--- config.mk ---
export PLATFORM = sky130hd
export DESIGN_NAME = snake_cmd_scheduler
export DESIGN_NICKNAME = d
export VERILOG_FILES = /design/src/rtl/snake_cmd_scheduler.sv
export SDC_FILE = /design/constraint.sdc
export NUM_CORES = 1
export LEC_CHECK = 0
export CAP_MARGIN = 15
export CORE_ASPECT_RATIO = 0.7
export CORE_MARGIN = 2
export CORE_UTILIZATION = 45
export DETAILED_ROUTE_END_ITERATION = 6
export GPL_TIMING_DRIVEN = 0
export PLACE_DENSITY = 0.71
export SLEW_MARGIN = 10
export SYNTH_ARGS = -nofsm -noshare
export SYNTH_HDL_FRONTEND = slang
export SYNTH_SLANG_ARGS = --single-unit
--- constraint.sdc ---
create_clock -name clk -period 3.2 [get_ports clk]
set_clock_uncertainty 0.05 [all_clocks]
set_input_delay 0.32 -clock clk [delete_from_list [all_inputs] [get_ports clk]]
set_output_delay 0.32 -clock clk [all_outputs]
set_load 0.02 [all_outputs]
--- src/rtl/snake_cmd_scheduler.sv ---
// snake_cmd_scheduler
// Merges HPS (Avalon-MM) commands and debounced-edge pushbutton commands into
// one command FIFO under round-robin arbitration, and generates the periodic
// STEP tick. STEP has output priority over queued commands. The command
// stream leaves through a valid/ready interface, one command per two cycles
// at most.
module snake_cmd_scheduler #(
    parameter int TICK_DIV   = 2500000,
    parameter int FIFO_DEPTH = 4
) (
    input  logic        clk,
    input  logic        reset_n,
    input  logic        avs_address,
    input  logic        avs_write,
    input  logic [31:0] avs_writedata,
    input  logic        avs_read,
    output logic [31:0] avs_readdata,
    output logic        avs_waitrequest,
    input  logic [3:0]  key_n,
    output logic [6:0]  cmd_data,
    output logic        cmd_valid,
    input  logic        cmd_ready
);

    localparam int PTR_W  = $clog2(FIFO_DEPTH);
    localparam int CNT_W  = PTR_W + 1;
    localparam int TICK_W = (TICK_DIV > 1) ? $clog2(TICK_DIV) : 1;

    localparam logic [TICK_W-1:0] TICK_LAST = TICK_W'(TICK_DIV - 1);
    localparam logic [CNT_W-1:0]  FIFO_FULL = CNT_W'(FIFO_DEPTH);

    localparam logic [6:0] CMD_UP    = 7'h01;
    localparam logic [6:0] CMD_DOWN  = 7'h02;
    localparam logic [6:0] CMD_LEFT  = 7'h04;
    localparam logic [6:0] CMD_RIGHT = 7'h08;
    localparam logic [6:0] CMD_STEP  = 7'h40;

    typedef enum logic {
        IDLE,
        PRESENT
    } state_t;

    state_t state;

    // Key path
    logic [3:0] key_s1, key_s2, key_prev;
    logic [3:0] key_fall;
    logic       key_new_valid;
    logic       key_multi;
    logic [6:0] key_new_cmd;
    logic       key_hold_valid;
    logic [6:0] key_hold_cmd;

    // Arbitration
    logic       rr_key_pri;
    logic       key_req;
    logic [6:0] key_req_cmd;
    logic       hps_req;
    logic       ctrl_wr;
    logic       grant_key;
    logic       grant_hps;
    logic       key_to_hold;
    logic       push;
    logic [6:0] push_data;
    logic       pop;
    logic       flush;
    logic       flag_clr;
    logic       ovf_set;

    // FIFO
    logic [6:0]       fifo_mem [FIFO_DEPTH];
    logic [PTR_W-1:0] wr_ptr, rd_ptr;
    logic [CNT_W-1:0] fifo_count;
    logic             fifo_full;

    // Control / status
    logic              enable;
    logic              overflow;
    logic              tick_overrun;
    logic              tick_pending;
    logic              tick_wrap;
    logic              tick_take;
    logic [TICK_W-1:0] tick_cnt;
    logic [31:0]       status_word;

    // Only writedata[6:0] carries information; the upper bits are ignored.
    logic unused_wdata;
    assign unused_wdata = ^avs_writedata[31:7];

    // Two-flop synchronizer on the raw pins plus a delayed copy for edge detect.
    // NOTE: sequential state always uses non-blocking (<=) so every flop
    // samples the pre-edge value of its source, independent of block order.
    always_ff @(posedge clk or negedge reset_n) begin
        if (!reset_n) begin
            key_s1   <= 4'hF;
            key_s2   <= 4'hF;
            key_prev <= 4'hF;
        end else begin
            key_s1   <= key_n;
            key_s2   <= key_s1;
            key_prev <= key_s2;
        end
    end

    // Press detection, requester selection, arbitration and flag events.
    // NOTE: every signal driven here gets a default first, so no path can
    // leave it unassigned and infer a latch.
    always_comb begin
        key_fall      = key_prev & ~key_s2;
        key_new_valid = |key_fall;
        key_multi     = (key_fall & (key_fall - 4'd1)) != 4'd0;
        key_new_cmd   = CMD_UP;
        if (key_fall[0])      key_new_cmd = CMD_RIGHT;
        else if (key_fall[1]) key_new_cmd = CMD_LEFT;
        else if (key_fall[2]) key_new_cmd = CMD_DOWN;

        key_req     = key_hold_valid | key_new_valid;
        key_req_cmd = key_hold_valid ? key_hold_cmd : key_new_cmd;
        hps_req     = avs_write && !avs_address && (avs_writedata[6:0] != 7'd0);
        ctrl_wr     = avs_write && avs_address;
        flush       = ctrl_wr && avs_writedata[2];
        flag_clr    = ctrl_wr && avs_writedata[1];
        fifo_full   = (fifo_count == FIFO_FULL);

        grant_key   = key_req && !fifo_full && (!hps_req || rr_key_pri);
        grant_hps   = hps_req && !fifo_full && (!key_req || !rr_key_pri);
        key_to_hold = key_req && hps_req && !fifo_full && !rr_key_pri;

        push        = grant_key || grant_hps;
        push_data   = grant_key ? key_req_cmd : avs_writedata[6:0];
        pop         = (state == IDLE) && !tick_pending && (fifo_count != '0);

        // Dropped key requests: extra simultaneous presses, a new press while
        // key_hold is occupied, or any key request meeting a full FIFO.
        ovf_set     = key_multi || (key_hold_valid && key_new_valid) || (key_req && fifo_full);

        // HPS is never dropped: it stalls until granted.
        avs_waitrequest = hps_req && !grant_hps;

        tick_wrap   = enable && (tick_cnt == TICK_LAST);
        tick_take   = (state == IDLE) && tick_pending;

        status_word = {16'd0, 6'(fifo_count), 1'b0, cmd_valid, 5'd0,
                       tick_overrun, overflow, enable};
    end

    // Key_hold parks a key request that lost arbitration to the HPS.
    always_ff @(posedge clk or negedge reset_n) begin
        if (!reset_n) begin
            key_hold_valid <= 1'b0;
            key_hold_cmd   <= 7'd0;
        end else if (flush) begin
            key_hold_valid <= 1'b0;
        end else if (key_to_hold) begin
            key_hold_valid <= 1'b1;
            key_hold_cmd   <= key_req_cmd;
        end else if (grant_key || (key_req && fifo_full)) begin
            key_hold_valid <= 1'b0;
        end
    end

    // Round-robin pointer: only a contested decision flips the priority.
    always_ff @(posedge clk or negedge reset_n) begin
        if (!reset_n) begin
            rr_key_pri <= 1'b1;
        end else if (key_req && hps_req && !fifo_full) begin
            rr_key_pri <= ~rr_key_pri;
        end
    end

    // FIFO storage.
    // NOTE: the storage array has no reset; validity is carried entirely by
    // the pointers and count, which keeps the array mappable to plain RAM.
    always_ff @(posedge clk) begin
        if (push) begin
            fifo_mem[wr_ptr] <= push_data;
        end
    end

    // FIFO pointers and occupancy; a flush overrides a simultaneous push/pop.
    always_ff @(posedge clk or negedge reset_n) begin
        if (!reset_n) begin
            wr_ptr     <= '0;
            rd_ptr     <= '0;
            fifo_count <= '0;
        end else if (flush) begin
            wr_ptr     <= '0;
            rd_ptr     <= '0;
            fifo_count <= '0;
        end else begin
            if (push) wr_ptr <= wr_ptr + PTR_W'(1);
            if (pop)  rd_ptr <= rd_ptr + PTR_W'(1);
            fifo_count <= fifo_count + CNT_W'(push) - CNT_W'(pop);
        end
    end

    // Tick counter: runs 0..TICK_DIV-1 while enabled, parked at 0 otherwise.
    always_ff @(posedge clk or negedge reset_n) begin
        if (!reset_n) begin
            tick_cnt <= '0;
        end else if (!enable || tick_wrap) begin
            tick_cnt <= '0;
        end else begin
            tick_cnt <= tick_cnt + TICK_W'(1);
        end
    end

    // Control register and sticky flags; a new event beats a same-cycle clear.
    always_ff @(posedge clk or negedge reset_n) begin
        if (!reset_n) begin
            enable       <= 1'b0;
            overflow     <= 1'b0;
            tick_overrun <= 1'b0;
            tick_pending <= 1'b0;
        end else begin
            if (ctrl_wr) enable <= avs_writedata[0];
            overflow     <= (overflow && !flag_clr) || ovf_set;
            tick_overrun <= (tick_overrun && !flag_clr) || (tick_wrap && tick_pending);
            tick_pending <= (tick_pending && !tick_take) || tick_wrap;
        end
    end

    // Output FSM: load STEP or the FIFO head in IDLE, hold it in PRESENT.
    always_ff @(posedge clk or negedge reset_n) begin
        if (!reset_n) begin
            state     <= IDLE;
            cmd_data  <= 7'd0;
            cmd_valid <= 1'b0;
        end else begin
            case (state)
                IDLE: begin
                    if (tick_pending) begin
                        cmd_data  <= CMD_STEP;
                        cmd_valid <= 1'b1;
                        state     <= PRESENT;
                    end else if (fifo_count != '0) begin
                        cmd_data  <= fifo_mem[rd_ptr];
                        cmd_valid <= 1'b1;
                        state     <= PRESENT;
                    end
                end
                PRESENT: begin
                    if (cmd_ready) begin
                        cmd_valid <= 1'b0;
                        state     <= IDLE;
                    end
                end
                default: state <= IDLE;
            endcase
        end
    end

    // Registered read port, updated only on a read strobe.
    always_ff @(posedge clk or negedge reset_n) begin
        if (!reset_n) begin
            avs_readdata <= 32'd0;
        end else if (avs_read) begin
            avs_readdata <= avs_address ? status_word : {25'd0, cmd_data};
        end
    end

endmodule

==> results.txt <==
----------------------------------------------------
[Outcome]
  Result of the run ... finished clean

[Routing]
  Final Routed Wirelength ... 8.65 mm
  # DRC ... 0
  Number of iterations in the first detailed-routing pass ... 4
  Via count normalized by instance count ... 5.10
  Count of vias placed by the detailed router ... 2988
  Starting DRT DRC Count ... 142
  Antenna-violating nets left ... 0
  Routed len/inst ... 14.8 um

[Hold path]
  Min-delay worst type ... reg2reg

[STA]
  Max-Slew Margin vs Limit ... 53.0%
  Part of the cycle the worst path needs ... 92.0%
  Slew @ Worst Pin ... 704 ps
  Unrepaired setup endpoints after global routing ... no
  Sum of negative setup slack ... 0 ps
  Setup-failing EPs final ... 0
  Maximum achievable frequency ... 0.340 GHz
  Hold violation count in the final report ... 0
  Final min period ... 2940 ps
  Worst Slack Setup Final ... 257 ps
  Slew Limit Fails ... 0

[Placed design]
  Hpwl dp ... 6.32 mm
  Port Buffer Count ... 35
  Last weighted congestion value of the routability-driven placer ... 0.812
  Placement Cell Area ... 0.00525 mm^2
  DP Worst Slack ... -389 ps

[Critical path]
  Largest fanout of any net on the critical path ... 7
  CP Capture Type ... flop
  Critical Path RT ... 3380 ps
  Data arrival at the endpoint of the critical path ... 3120 ps
  Crit Path Class ... in2reg
  Crit path launch type ... input port

[Clocking]
  CTS tree ... done
  Maximum clock path buffer count ... 2
  Clock-pin slew of the registers on the worst-case setup and hold paths ... 70 ps
  Post-CTS setup buffers ... 0
  Clock sink count ... 102
  Clock tree root driver cell ... sky130_fd_sc_hd__clkbuf_16
  CTS HTree Levels ... 3
  Insertion delay to the later sink of the worst-skew pair ... 340 ps
  Total CTS buffers ... 9

[Floorplan]
  Top Ports ... 83
  Chip height ... 89.0 um
  Die footprint ... 0.0112 mm^2
  Initial cell density of the core ... 47.0%
  Cell row count ... 30
  Die X ... 125 um
  Area of the core ... 0.00987 mm^2

[Final layout]
  Fraction of final layout cells sized beyond drive strength 1 ... 16.4%
  Number of nets at the end of the flow ... 503
  Layout Utilization ... 56.5%
  Relative area change from synthesis to final layout ... 20.2%
  Final std cell area, no fill ... 0.00558 mm^2
  Register Area ... 0.00271 mm^2
  Area taken by multi-input logic gates ... 0.00173 mm^2
  Total of fill cells in the finished design ... 842
  Final antenna diode count ... 0

[Logic synthesis]
  Synth warnings ... 0
  Summed instance area of the synthesized netlist ... 0.00464 mm^2
  Count of flip-flops with a built-in enable after synthesis ... 28
  Mean area per synthesized cell ... 12.1 um^2
  Count of distinct cell types in the synthesized netlist ... 54
  Number of synthesized register bits ... 102
  Post-synthesis instance total ... 384
  Leading register cell type out of synthesis ... sky130_fd_sc_hd__dfrtp_1
  Share of synthesized flip-flops with an asynchronous set or reset ... 72.5%
  Sequential fraction of the synthesis area ... 58.4%

[Run]
  MaxCap Viol Count ... 0

[Global route]
  Wire length of the first global-routing pass ... 14.6 mm
  Vias in the first global route ... 2863
  Total overflow reported by the global router ... 0
  Maximum number of pins on one net before global-route repair ... 56
  Overall global routing resource usage ... 17.0%
  Number of antenna violations at the first check in global routing ... 0

[Pwr]
  Static leakage ... 0.00230 uW
  Power after layout ... 4270 uW
  Power density cells ... 766 mW/mm^2
  Maximum resistive drop on vdd ... 0.394 mV

----------------------------------------------------
==> cell type report <==
type	count	share of cell area (%)
flip-flops and latches	102	48.6
well taps	128	2.87
clock buffers	11	4.17
plain buffers	34	3.70
clock inverters	5	1.08
multi-input cells	245	31.1
repair buffers	38	7.00
inverters	23	1.55
==> power by group <==
part | leakage (uW) | switching [uW] | internal, uW
combinational | 0.000981 | 701 | 619
sequential | 0.00120 | 178 | 1710
clock | 0.000128 | 461 | 606
==> logic make-up after synthesis <==
logic type                 after synthesis  share of synthesized area, %
AOI/OAI and AO/OA                       56                          8.54
xor gates and xnor gates                16                          3.02
adders and majority gates                9                          2.53
buffers and inverters                   57                          6.31
DFF                                    102                          58.4
muxes                                   25                          7.55
other                                    1                        0.0808
and+or+nand+nor                        118                          13.6
==> state kept, by name (all words and copies together), names as in the netlist <==
name            count
cmd_valid           1
tick_pending        1
key_s1              4
tick_cnt           22
key_hold_cmd        7
wr_ptr              2
fifo_mem           28
tick_overrun        1
cmd_data            7
rd_ptr              2
key_prev            4
enable              1
fifo_count          3
avs_readdata       11
rr_key_pri          1
key_s2              4
key_hold_valid      1
overflow            1
state               1
==> timing repair <==
item,4_1_cts,5_1_grt
hold endpoints to repair,9,0
gates resized for setup,1,2
pin swaps,0,0
endpoints found under the setup margin,1,3
hold buffers,1,0
==> cell usage in the layout (no fill, tap or decap), drive strengths merged, types with 6 or more instances in the layout <==
master / n
nor2: 24
nor2b: 8
conb: 21
mux2: 10
xor2: 6
mux4: 7
or3: 9
inv: 22
o21ai: 18
clkdlybuf4s50: 34
and2: 8
clkbuf: 23
nand2: 24
edfxtp: 28
ha: 7
buf: 25
a22o: 7
and4: 6
dfstp: 13
xnor2: 10
dfrtp: 61
mux2i: 8
a21oi: 13
nand3: 12
==> per-stage QoR <==
step | hold WS (ps) | std cells
2_1_floorplan | -25.6 | 404
3_3_place_gp | 297 | 567
3_5_place_dp | 175 | 568
4_1_cts | 307 | 585
5_1_grt | 312 | 586
6_report | 306 | 586
==> worst max-delay path, stage by stage <==
cell and delay, ps:
sky130_fd_sc_hd__clkdlybuf4s50_1 410, sky130_fd_sc_hd__or4_1 600, sky130_fd_sc_hd__o41ai_2 460, sky130_fd_sc_hd__a31oi_2 300, sky130_fd_sc_hd__ha_1 280, sky130_fd_sc_hd__fa_1 370
sky130_fd_sc_hd__xnor2_1 180, sky130_fd_sc_hd__xnor2_1 140, sky130_fd_sc_hd__nor2_1 50
==> synth_stat cells (all sizes together), types with 4 or more instances <==
master   n  share of area (%)
and4     6                1.1
dfrtp   61                 33
buf     22                3.5
nand2   24                1.9
or3      9                1.2
xor2     6                1.1
o21ai   18                1.9
dfstp   13                7.4
mux4     7                3.4
inv     22                1.8
ha       7                1.9
nand3   12                1.3
nor2    24                1.9
nor2b    8                1.1
a21oi   13                1.4
nand4    4               0.54
xnor2   10                1.9
mux2    10                2.4
and2     8                1.1
nand3b   4               0.65
a22o     7                1.3
clkbuf  12               0.97
mux2i    8                1.7
edfxtp  28                 18
==> per-layer routing <==
| metal | vias to the layer above | GRT usage [%] | routed length (um) |
|---|---|---|---|
| li1 | 1465 | - | - |
| met1 | 1453 | 25.2 | 4470 |
| met2 | 61 | 24.9 | 3700 |
| met3 | 9 | 4.13 | 373 |
| met4 | 0 | 5.45 | 104 |
| met5 | - | 0 | 0 |
==> final timing paths <==
path,startpoint,end,slack (ps),cells past startpoint
worst max-delay path,avs_writedata[3],fifo_count[2],260,9
worst min-delay path,key_s1[1],key_s2[1],310,0
worst max register to register,key_s2[0],fifo_count[2],510,9
worst min register to register,key_s1[1],key_s2[1],310,0
max in group asynchronous,reset_n,key_s2[3],2150,3
min in group asynchronous,reset_n,key_hold_cmd[3],350,2
(Power assumes the default switching activity.)
==> edit, RTL diff (same flow settings) <==
Set the parameter `FIFO_DEPTH` to 16 (it was 4).
--- a/src/rtl/snake_cmd_scheduler.sv
+++ b/src/rtl/snake_cmd_scheduler.sv
@@ -6,7 +6,7 @@
 // at most.
 module snake_cmd_scheduler #(
     parameter int TICK_DIV   = 2500000,
-    parameter int FIFO_DEPTH = 4
+    parameter int FIFO_DEPTH = 16
 ) (
     input  logic        clk,
     input  logic        reset_n,
Formal check against the unedited RTL: not equivalent (Yosys sat finds a counterexample within 10 cycles, from zero or initial values and one cycle with reset_n low).
==> edit against the unedited design <==
Area after synthesis rose by 79%; wire length rose by 95%; largest power group unchanged; maximum frequency rose by 1.0%; first-iteration DRC count rose to 3.5 times the old value; total power rose by 86%; critical path type is now reg -> out; largest cell class unchanged; sequential cell count rose by 92; setup slack improved by 30 ps; clock power rose by 93%; design area rose by 76%.
==> edit: results (changes against the unedited design) <==
.. list-table::
   :header-rows: 1

   * - Metric
     - Value
   * - Met1 Use GR
     - 27.2% (+2.0 points)
   * - Share of flip-flops with an asynchronous set or reset
     - 42.3% (-30 points)
   * - Skew-Pair Late Insertion Delay
     - 440 ps (+100 ps)
   * - Share of the yosys chip area belonging to registers
     - 65.2% (+6.9 points)
   * - Compound-gate portion of the synthesized area
     - 4.16% (-4.4 points)
   * - Hold path start
     - avs_address
   * - Reg2Reg Setup Slack
     - 290 ps (-220 ps)
   * - Sum of net half-perimeters after detailed placement
     - 12100 um (+91%)
   * - GRT Total Usage
     - 18.0% (+1.1 points)
   * - Post-layout net count
     - 736 (+46%)
   * - Detailed Route WL
     - 16900 um (+95%)
   * - Total number of vias
     - 5030 (+68%)
   * - Post-Synth XOR/XNOR Area
     - 2.95% (-0.074 points)
   * - Drt initial violations
     - 490 (+250%)
   * - Static leakage
     - 3.81 nW (+65%)
   * - IR drop worst, VDD
     - 0.000404 V (+2.4%)
   * - Largest registers in the final layout
     - fifo_mem x112, tick_cnt x22, avs_readdata x13
   * - Total number of H-tree levels
     - 4 (+1)
   * - Synth Area in Adders
     - 2.04% (-0.49 points)
   * - Ratio of cells with drive above 1 in the final layout
     - 20.9% (+4.5 points)
   * - Filler Cell Count
     - 1441 (+71%)
   * - Outcome
     - complete, no violations
   * - Top post-synthesis cells by count
     - sky130_fd_sc_hd__edfxtp_1 (112), sky130_fd_sc_hd__dfrtp_1 (69), sky130_fd_sc_hd__nor2_1 (43)
   * - First-pass detailed-route iteration total
     - 5 (+1)
   * - Top post-synthesis cells by area
     - sky130_fd_sc_hd__edfxtp_1 (40%), sky130_fd_sc_hd__dfrtp_1 (21%), sky130_fd_sc_hd__mux4_2 (7.6%)
   * - Worst hold path endpoint
     - enable
   * - Cell count of the worst reg-to-reg path
     - 13 (+4)
[edit: final cells by class]
type,count,share of cell area [%]
Sequential cell,194,55.3
Multi-Input combinational cell,344,26.8
Clock buffer,25,5.58
Timing Repair Buffer,50,4.86
Tap cell,236,3.01
Buffer,43,2.81
Inverter,31,1.21
Clock inverter,7,0.407
[edit: worst max-delay path, stage by stage (launching register included)]
cell and delay, ps:
sky130_fd_sc_hd__dfrtp_1 320, sky130_fd_sc_hd__clkbuf_1 380, sky130_fd_sc_hd__buf_1 410, sky130_fd_sc_hd__o21ai_0 160, sky130_fd_sc_hd__a21oi_1 200, sky130_fd_sc_hd__clkdlybuf4s50_1 640
[edit: per-stage QoR]
stage                     setup slack, ps  std cells  hold WS [ps]
after floorplan                       434        613         -25.6
after global placement              -1130        885           297
after detailed placement             -511        895           190
after CTS                            53.5        928           194
after global routing                 23.8        930           207
final                                 287        930           206
[edit: where the power goes]
group / total [W] / switching (W) / internal, W
Sequential: 0.00346 / 0.000250 / 0.00321
Clock: 0.00207 / 0.000881 / 0.00119
Combinational: 0.00243 / 0.00135 / 0.00109
[edit: how the worst max path moves through the flow]
stage	from	end	slack [ps]	cells after the start
CTS	key_s2[0]	fifo_count[4]	50	14
floorplan	key_s2[0]	fifo_count[4]	430	14
finish	key_hold_valid	avs_waitrequest	290	5
global placement	reset_n	key_hold_cmd[3]	-1130	1
global route	key_s2[0]	fifo_count[4]	20	13
detailed placement	avs_writedata[3]	fifo_count[4]	-510	15
[edit: timing repair]
action / in CTS / in global routing
resized for setup: 3 / 7
hold buffers: 1 / 0
setup endpoints to repair: 1 / 1
pin swaps: 0 / 2
hold endpoints to repair: 21 / 0
buffers inserted: 0 / 0
